File: config.mk
export PLATFORM = sky130hd
export DESIGN_NAME = fizz_buzz_decoder_flat
export DESIGN_NICKNAME = d
export VERILOG_FILES = /design/src/rtl/fizz_buzz_decoder_if.sv /design/src/rtl/fizz_buzz_decoder.sv /design/src/flat_wrapper.sv
export SDC_FILE = /design/constraint.sdc
export NUM_CORES = 1
export LEC_CHECK = 0
export ABC_CLOCK_PERIOD_IN_PS = 8800
export CAP_MARGIN = 20
export CORE_ASPECT_RATIO = 2
export CORE_MARGIN = 2
export CORE_UTILIZATION = 35
export DETAILED_ROUTE_END_ITERATION = 8
export PLACE_DENSITY = 0.64
export SYNTH_ARGS = -nofsm -noshare
export SYNTH_HDL_FRONTEND = slang
export SYNTH_SLANG_ARGS = --single-unit
File: constraint.sdc
create_clock -name clk -period 8.8 [get_ports clk]
set_clock_uncertainty 0.2 [all_clocks]
set_input_delay 1.76 -clock clk [delete_from_list [all_inputs] [get_ports clk]]
set_output_delay 1.76 -clock clk [all_outputs]
set_load 0.005 [all_outputs]
File: src/rtl/fizz_buzz_decoder_if.sv
// ---------------------------------------------------------------------------
// fizz_buzz_decoder_if
// Purpose : Bundles the beat inputs and decoded outputs of fizz_buzz_decoder.
// Params  : MAX_CYCLES - count period; sets the width of count.
// Signals : in_valid, fizz, buzz, fizzbuzz (beat in, master -> slave)
//           count, count_valid, locked, err (decoded out, slave -> master)
//           err_count (only when FIZZ_BUZZ_DECODER_ERRCNT_EN is defined)
// Modports: master - beat source / observer; slave - the decoder.
// Handshake: in_valid qualifies one beat per cycle. There is no ready; the
//           decoder accepts every valid beat, and the flags are ignored
//           whenever in_valid is low.
// ---------------------------------------------------------------------------
interface fizz_buzz_decoder_if #(
    parameter int MAX_CYCLES = 15
);
    localparam int CW = $clog2(MAX_CYCLES + 1);

    logic          in_valid;
    logic          fizz;
    logic          buzz;
    logic          fizzbuzz;
    logic [CW-1:0] count;
    logic          count_valid;
    logic          locked;
    logic          err;
`ifdef FIZZ_BUZZ_DECODER_ERRCNT_EN
    logic [7:0]    err_count;
`endif

    modport master (
        output in_valid, fizz, buzz, fizzbuzz,
`ifdef FIZZ_BUZZ_DECODER_ERRCNT_EN
        input  err_count,
`endif
        input  count, count_valid, locked, err
    );

    modport slave (
        input  in_valid, fizz, buzz, fizzbuzz,
`ifdef FIZZ_BUZZ_DECODER_ERRCNT_EN
        output err_count,
`endif
        output count, count_valid, locked, err
    );
endinterface

File: src/rtl/fizz_buzz_decoder.sv
// ---------------------------------------------------------------------------
// fizz_buzz_decoder
// Purpose : Recovers the running count of a fizz/buzz/fizzbuzz flag stream.
//           HUNT waits for a lone fizzbuzz beat, which pins the position to
//           MAX_CYCLES; LOCKED advances the position on every beat, checks
//           the received flags against the flags that position should
//           produce, and drops back to HUNT after LOSS_THRESH consecutive
//           mismatches.
// Params  : MAX_CYCLES (must equal FIZZ*BUZZ), FIZZ, BUZZ (>= 2, coprime),
//           LOSS_THRESH (1..7).
// Ports   : clk         - clock, rising edge
//           reset       - asynchronous, active-high
//           bus         - fizz_buzz_decoder_if.slave (beat in, decode out)
//           o_dbg_state - current FSM state (0 = HUNT, 1 = LOCKED)
// Macro   : FIZZ_BUZZ_DECODER_ERRCNT_EN adds the 8-bit saturating err_count.
// ---------------------------------------------------------------------------
module fizz_buzz_decoder #(
    parameter int MAX_CYCLES  = 15,
    parameter int FIZZ        = 3,
    parameter int BUZZ        = 5,
    parameter int LOSS_THRESH = 2
) (
    input  logic                   clk,
    input  logic                   reset,
    fizz_buzz_decoder_if.slave     bus,
    output logic                   o_dbg_state
);
    localparam int CW = $clog2(MAX_CYCLES + 1);

    localparam logic [CW-1:0] MAX_W  = CW'(MAX_CYCLES);
    localparam logic [CW-1:0] FIZZ_W = CW'(FIZZ);
    localparam logic [CW-1:0] BUZZ_W = CW'(BUZZ);
    localparam logic [3:0]    LOSS_W = 4'(LOSS_THRESH);

    typedef enum logic {
        HUNT   = 1'b0,
        LOCKED = 1'b1
    } state_t;

    state_t        r_state;
    logic [CW-1:0] r_pos;
    logic [2:0]    r_miss;
    logic [CW-1:0] r_count;
    logic          r_count_valid;
    logic          r_err;
`ifdef FIZZ_BUZZ_DECODER_ERRCNT_EN
    logic [7:0]    r_err_count;
`endif

    logic [CW-1:0] w_next_pos;
    logic          w_div_fizz;
    logic          w_div_buzz;
    logic          w_exp_fizzbuzz;
    logic          w_exp_fizz;
    logic          w_exp_buzz;
    logic          w_match;
    logic          w_sync_beat;
    logic [3:0]    w_miss_inc;

    // Position the current beat represents once locked; wraps MAX -> 1.
    assign w_next_pos = (r_pos == MAX_W) ? CW'(1) : (r_pos + CW'(1));

    // Divisors are constants, so these reduce to small fixed comparators.
    assign w_div_fizz     = ((w_next_pos % FIZZ_W) == '0);
    assign w_div_buzz     = ((w_next_pos % BUZZ_W) == '0);
    assign w_exp_fizzbuzz = w_div_fizz & w_div_buzz;
    assign w_exp_fizz     = w_div_fizz & ~w_exp_fizzbuzz;
    assign w_exp_buzz     = w_div_buzz & ~w_exp_fizzbuzz;

    // All three flags must agree; more than one flag set never matches.
    assign w_match = (bus.fizz     == w_exp_fizz) &&
                     (bus.buzz     == w_exp_buzz) &&
                     (bus.fizzbuzz == w_exp_fizzbuzz);

    assign w_sync_beat = bus.fizzbuzz & ~bus.fizz & ~bus.buzz;
    assign w_miss_inc  = {1'b0, r_miss} + 4'd1;

    always_ff @(posedge clk or posedge reset) begin
        if (reset) begin
            r_state       <= HUNT;
            r_pos         <= '0;
            r_miss        <= '0;
            r_count       <= '0;
            r_count_valid <= 1'b0;
            r_err         <= 1'b0;
`ifdef FIZZ_BUZZ_DECODER_ERRCNT_EN
            r_err_count   <= '0;
`endif
        end else begin
            // Pulses default low; only a valid beat can raise them.
            r_count_valid <= 1'b0;
            r_err         <= 1'b0;
            if (bus.in_valid) begin
                case (r_state)
                    HUNT: begin
                        if (w_sync_beat) begin
                            r_state <= LOCKED;
                            r_pos   <= MAX_W;
                            r_miss  <= '0;
                        end
                    end
                    LOCKED: begin
                        // Position advances on every beat, matched or not.
                        r_pos <= w_next_pos;
                        if (w_match) begin
                            r_count       <= w_next_pos;
                            r_count_valid <= 1'b1;
                            r_miss        <= '0;
                        end else begin
                            r_err <= 1'b1;
`ifdef FIZZ_BUZZ_DECODER_ERRCNT_EN
                            if (r_err_count != 8'hFF) begin
                                r_err_count <= r_err_count + 8'd1;
                            end
`endif
                            if (w_miss_inc >= LOSS_W) begin
                                r_state <= HUNT;
                                r_miss  <= '0;
                            end else begin
                                r_miss <= w_miss_inc[2:0];
                            end
                        end
                    end
                    default: r_state <= HUNT;
                endcase
            end
        end
    end

    assign bus.count       = r_count;
    assign bus.count_valid = r_count_valid;
    assign bus.err         = r_err;
    assign bus.locked      = (r_state == LOCKED);
`ifdef FIZZ_BUZZ_DECODER_ERRCNT_EN
    assign bus.err_count   = r_err_count;
`endif
    assign o_dbg_state     = r_state;

endmodule

File: src/flat_wrapper.sv
// flat-port wrapper written by rule: the top's interface ports become plain ports
module fizz_buzz_decoder_flat 
#(
    parameter int MAX_CYCLES  = 15,
    parameter int FIZZ        = 3,
    parameter int BUZZ        = 5,
    parameter int LOSS_THRESH = 2
)
  (clk, reset, o_dbg_state, bus_in_valid, bus_fizz, bus_buzz, bus_fizzbuzz, bus_count, bus_count_valid, bus_locked, bus_err);
  fizz_buzz_decoder_if #(.MAX_CYCLES(MAX_CYCLES)) bus_i ();
  input  logic clk;
  input  logic reset;
  output logic o_dbg_state;
  input wire logic [$bits(bus_i.in_valid)-1:0] bus_in_valid;
  input wire logic [$bits(bus_i.fizz)-1:0] bus_fizz;
  input wire logic [$bits(bus_i.buzz)-1:0] bus_buzz;
  input wire logic [$bits(bus_i.fizzbuzz)-1:0] bus_fizzbuzz;
  output wire logic [$bits(bus_i.count)-1:0] bus_count;
  output wire logic [$bits(bus_i.count_valid)-1:0] bus_count_valid;
  output wire logic [$bits(bus_i.locked)-1:0] bus_locked;
  output wire logic [$bits(bus_i.err)-1:0] bus_err;
  assign bus_i.in_valid = bus_in_valid;
  assign bus_i.fizz = bus_fizz;
  assign bus_i.buzz = bus_buzz;
  assign bus_i.fizzbuzz = bus_fizzbuzz;
  assign bus_count = bus_i.count;
  assign bus_count_valid = bus_i.count_valid;
  assign bus_locked = bus_i.locked;
  assign bus_err = bus_i.err;
  fizz_buzz_decoder #(.MAX_CYCLES(MAX_CYCLES), .FIZZ(FIZZ), .BUZZ(BUZZ), .LOSS_THRESH(LOSS_THRESH)) u_core (.clk(clk), .reset(reset), .bus(bus_i), .o_dbg_state(o_dbg_state));
endmodule
==> impl_metrics.json <==
{
  "outcome": "completed",
  "yosys.area.top_type_share_pct": 24.9,
  "syn-cell-area_um2": 1410,
  "yosysWarnings": 0,
  "worstSetupEndpoint": "u_core.bus.count[0]",
  "coreArea_um2": 3840,
  "start_util_pct": 36.6,
  "ys.flop_type": "dfrtp_1",
  "maxSlewViolCount": 0,
  "cts-root-to-sink-buffers": 2,
  "setup_tns_ns": 0,
  "synth-edff-count": 0,
  "clkLatencyLatePin_ns": 0.24,
  "drt-wirelength-per-cell_um": 15.5,
  "worstSetupPathType": "register to register",
  "grt_usage_pct": 15.9,
  "cts_num_sinks": 14,
  "ys_seq_elements": 14,
  "cts_tree": "yes",
  "reg2reg_depth": 19,
  "async_flop_share_pct": 100,
  "drive_above_1_share_pct": 7.78,
  "yosysTopAreaCell": "dfrtp_1",
  "die_y_um": 93.6,
  "postSynthAreaPerCell_um2": 8.73,
  "antenna_found_initial": 0,
  "die_x_um": 48.8,
  "fp-row-count": 32,
  "dp_hpwl_um": 2670,
  "reg2reg_setup_slack_ns": 2.85,
  "path_max_fanout": 18,
  "routed_wl_um": 3380,
  "io_pins": 14,
  "critPathArrivalTime_ns": 5.87,
  "synth.distinct_cells": 57,
  "drtAntennaViolNets": 0,
  "rsz0062_at_grt": "no",
  "drc": 0,
  "fmax_mhz": 168,
  "hold_path_class": "register to register",
  "crit_path_start": "u_core.r_pos[0]",
  "post_cts_buffers": 0,
  "max_slew_margin_pct": 45.1,
  "place.gp.congestion": 0.855,
  "cp.required_ns": 8.72,
  "grt_pass1_vias": 1252,
  "viasPerCell": 5.88,
  "fin_crit_sh_pct": 67.7,
  "yosysSeqAreaShare_pct": 24.9,
  "numPortBuffers": 13,
  "clkTransAtPathRegs_ns": 0.05,
  "cts_buffers": 3,
  "synthCells": 161,
  "critPathCaptureType": "register",
  "setup_viol": 0,
  "gr-total-overflow": 0,
  "reg2reg_to": "u_core.bus.count[0]",
  "die-area_um2": 4570,
  "postCtsHoldBufs": 0,
  "reg2reg_from": "u_core.r_pos[0]",
  "nets": 186,
  "cts_resized": 0,
  "drt_first_iter_violations": 50,
  "hold_viol_final": 0,
  "grt_pass1_wl_um": 5670,
  "maxCapViolCount": 0,
  "grt_start_max_net_pins": 19,
  "crit_path_start_kind": "register",
  "area_growth_pct": 11.4,
  "dr.pass1.iters": 4,
  "syn-num-nets": 178,
  "cts_root_buffer": "clkbuf_8",
  "max_slew.worst_pin.slew_ns": 0.815,
  "yosys-top-cells-area": "dfrtp_1 25%, ha_1 9.8%, mux2_4 3.2%, nand2_1 3.2%, inv_1 2.9%",
  "htree_num_levels": 1,
  "dr_total_vias": 1281,
  "antenna-diode-count": 0,
  "final.min_clock_period_ns": 5.95
}
## layer usage
metal  up-vias  wire length [um]  track usage, %
met3        14                80            1.12
met4         0               152            11.0
met2        32              1910            30.4
met5         -                 0               0
met1       622              1240            15.9
li1        613                 -               -
## synth_stat cells (2+ instances only)
| master | n |
|---|---|
| a211oi_1 | 2 |
| o211ai_1 | 3 |
| nor3b_1 | 4 |
| nor2_1 | 8 |
| a21o_1 | 4 |
| o31ai_1 | 2 |
| and2_1 | 4 |
| nor4_1 | 2 |
| o31a_1 | 3 |
| xnor2_1 | 2 |
| mux2i_1 | 2 |
| a21oi_1 | 7 |
| nand4b_1 | 2 |
| a21boi_0 | 3 |
| o22ai_1 | 3 |
| dfrtp_1 | 14 |
| buf_2 | 3 |
| and3b_1 | 2 |
| o221ai_1 | 3 |
| buf_4 | 4 |
| nand2_1 | 12 |
| ha_1 | 11 |
| nand4_1 | 2 |
| nand2b_1 | 5 |
| inv_1 | 11 |
| o21ai_0 | 5 |
| nand3_1 | 4 |
| nor3_1 | 3 |
| mux2_4 | 3 |
## registers in the layout, indices dropped and copies added (netlist names)
name,flops
u_core.bus.count,4
u_core.r_pos,4
u_core.r_miss,3
u_core.bus.count_valid,1
u_core.bus.err,1
u_core.bus.locked,1
## layout by cell type (no fill, tap or decap), types with 3 or more instances in the layout
cell type	instances
dfrtp_1	14
clkdlybuf4s50_1	13
nand2_1	12
inv_1	11
ha_1	11
nor2_1	8
a21oi_1	7
nand2b_1	5
o21ai_0	5
nor3b_1	4
nand3_1	4
and2_1	4
a21o_1	4
nor3_1	3
o31a_1	3
o22ai_1	3
a21boi_0	3
o221ai_1	3
o211ai_1	3
mux2_4	3
clkbuf_8	3
## layout make-up
cell class / count / area, um2
Timing Repair Buffer: 13 / 130
Inverter: 11 / 41.3
Multi-Input combinational cell: 126 / 938
Sequential cell: 14 / 350
Fill cell: 408 / 2280
Tap cell: 51 / 63.8
Clock buffer: 3 / 41.3
## logic make-up (layout without fill, tap and decap cells)
family	after synthesis	after routing	synth area share, %
and+or+nand+nor	59	59	24.6
AOI/OAI and AO/OA	49	49	26.5
buffers and inverters	21	27	8.28
DFF	14	14	24.9
adders and majority gates	11	11	9.80
muxes	5	5	4.63
xor gates and xnor gates	2	2	1.25
## worst max-delay path: stages, from the launching register on
cell and delay (ns):
dfrtp_1 0.55, ha_1 0.58, or3b_2 0.51, o31ai_1 0.17
ha_1 0.25, inv_1 0.05, ha_1 0.23, inv_1 0.16
nor3_1 0.06, a222oi_1 0.49, nand2_2 0.12, ha_1 0.27
a21oi_1 0.13, o311ai_0 0.16, or2_2 0.32, o31ai_1 0.27
nand4_1 0.15, or4b_4 0.53, a31oi_4 0.29, mux2_4 0.34
## metrics by stage
| step | area [um2] | worst slack, ns | std cells | hold slack (ns) | utilization (%) |
|---|---|---|---|---|---|
| after global placement | 1520 | 3.01 | 215 | 0.299 | 39.6 |
| after global routing | 1570 | 2.36 | 218 | 0.329 | 40.7 |
| after detailed placement | 1520 | 2.88 | 215 | 0.302 | 39.6 |
| after CTS | 1570 | 2.85 | 218 | 0.322 | 40.7 |
| final | 1570 | 2.85 | 218 | 0.322 | 40.7 |
| after floorplan | 1410 | 3.89 | 161 | 0.270 | - |
## how the worst min path moves through the flow
| stage | from | to | cells past startpoint |
|---|---|---|---|
| floorplan | u_core.r_miss[2] | u_core.r_miss[2] | 1 |
| global placement | u_core.bus.count[3] | u_core.bus.count[3] | 1 |
| detailed placement | u_core.r_miss[2] | u_core.r_miss[2] | 1 |
| CTS | u_core.bus.count[1] | u_core.bus.count[1] | 1 |
| global route | u_core.bus.count[1] | u_core.bus.count[1] | 1 |
| finish | u_core.bus.count[1] | u_core.bus.count[1] | 1 |
Power is left out: the tool's default activity adds up to more than one toggle a clock period on the data nets, which glitch-free logic cannot reach.
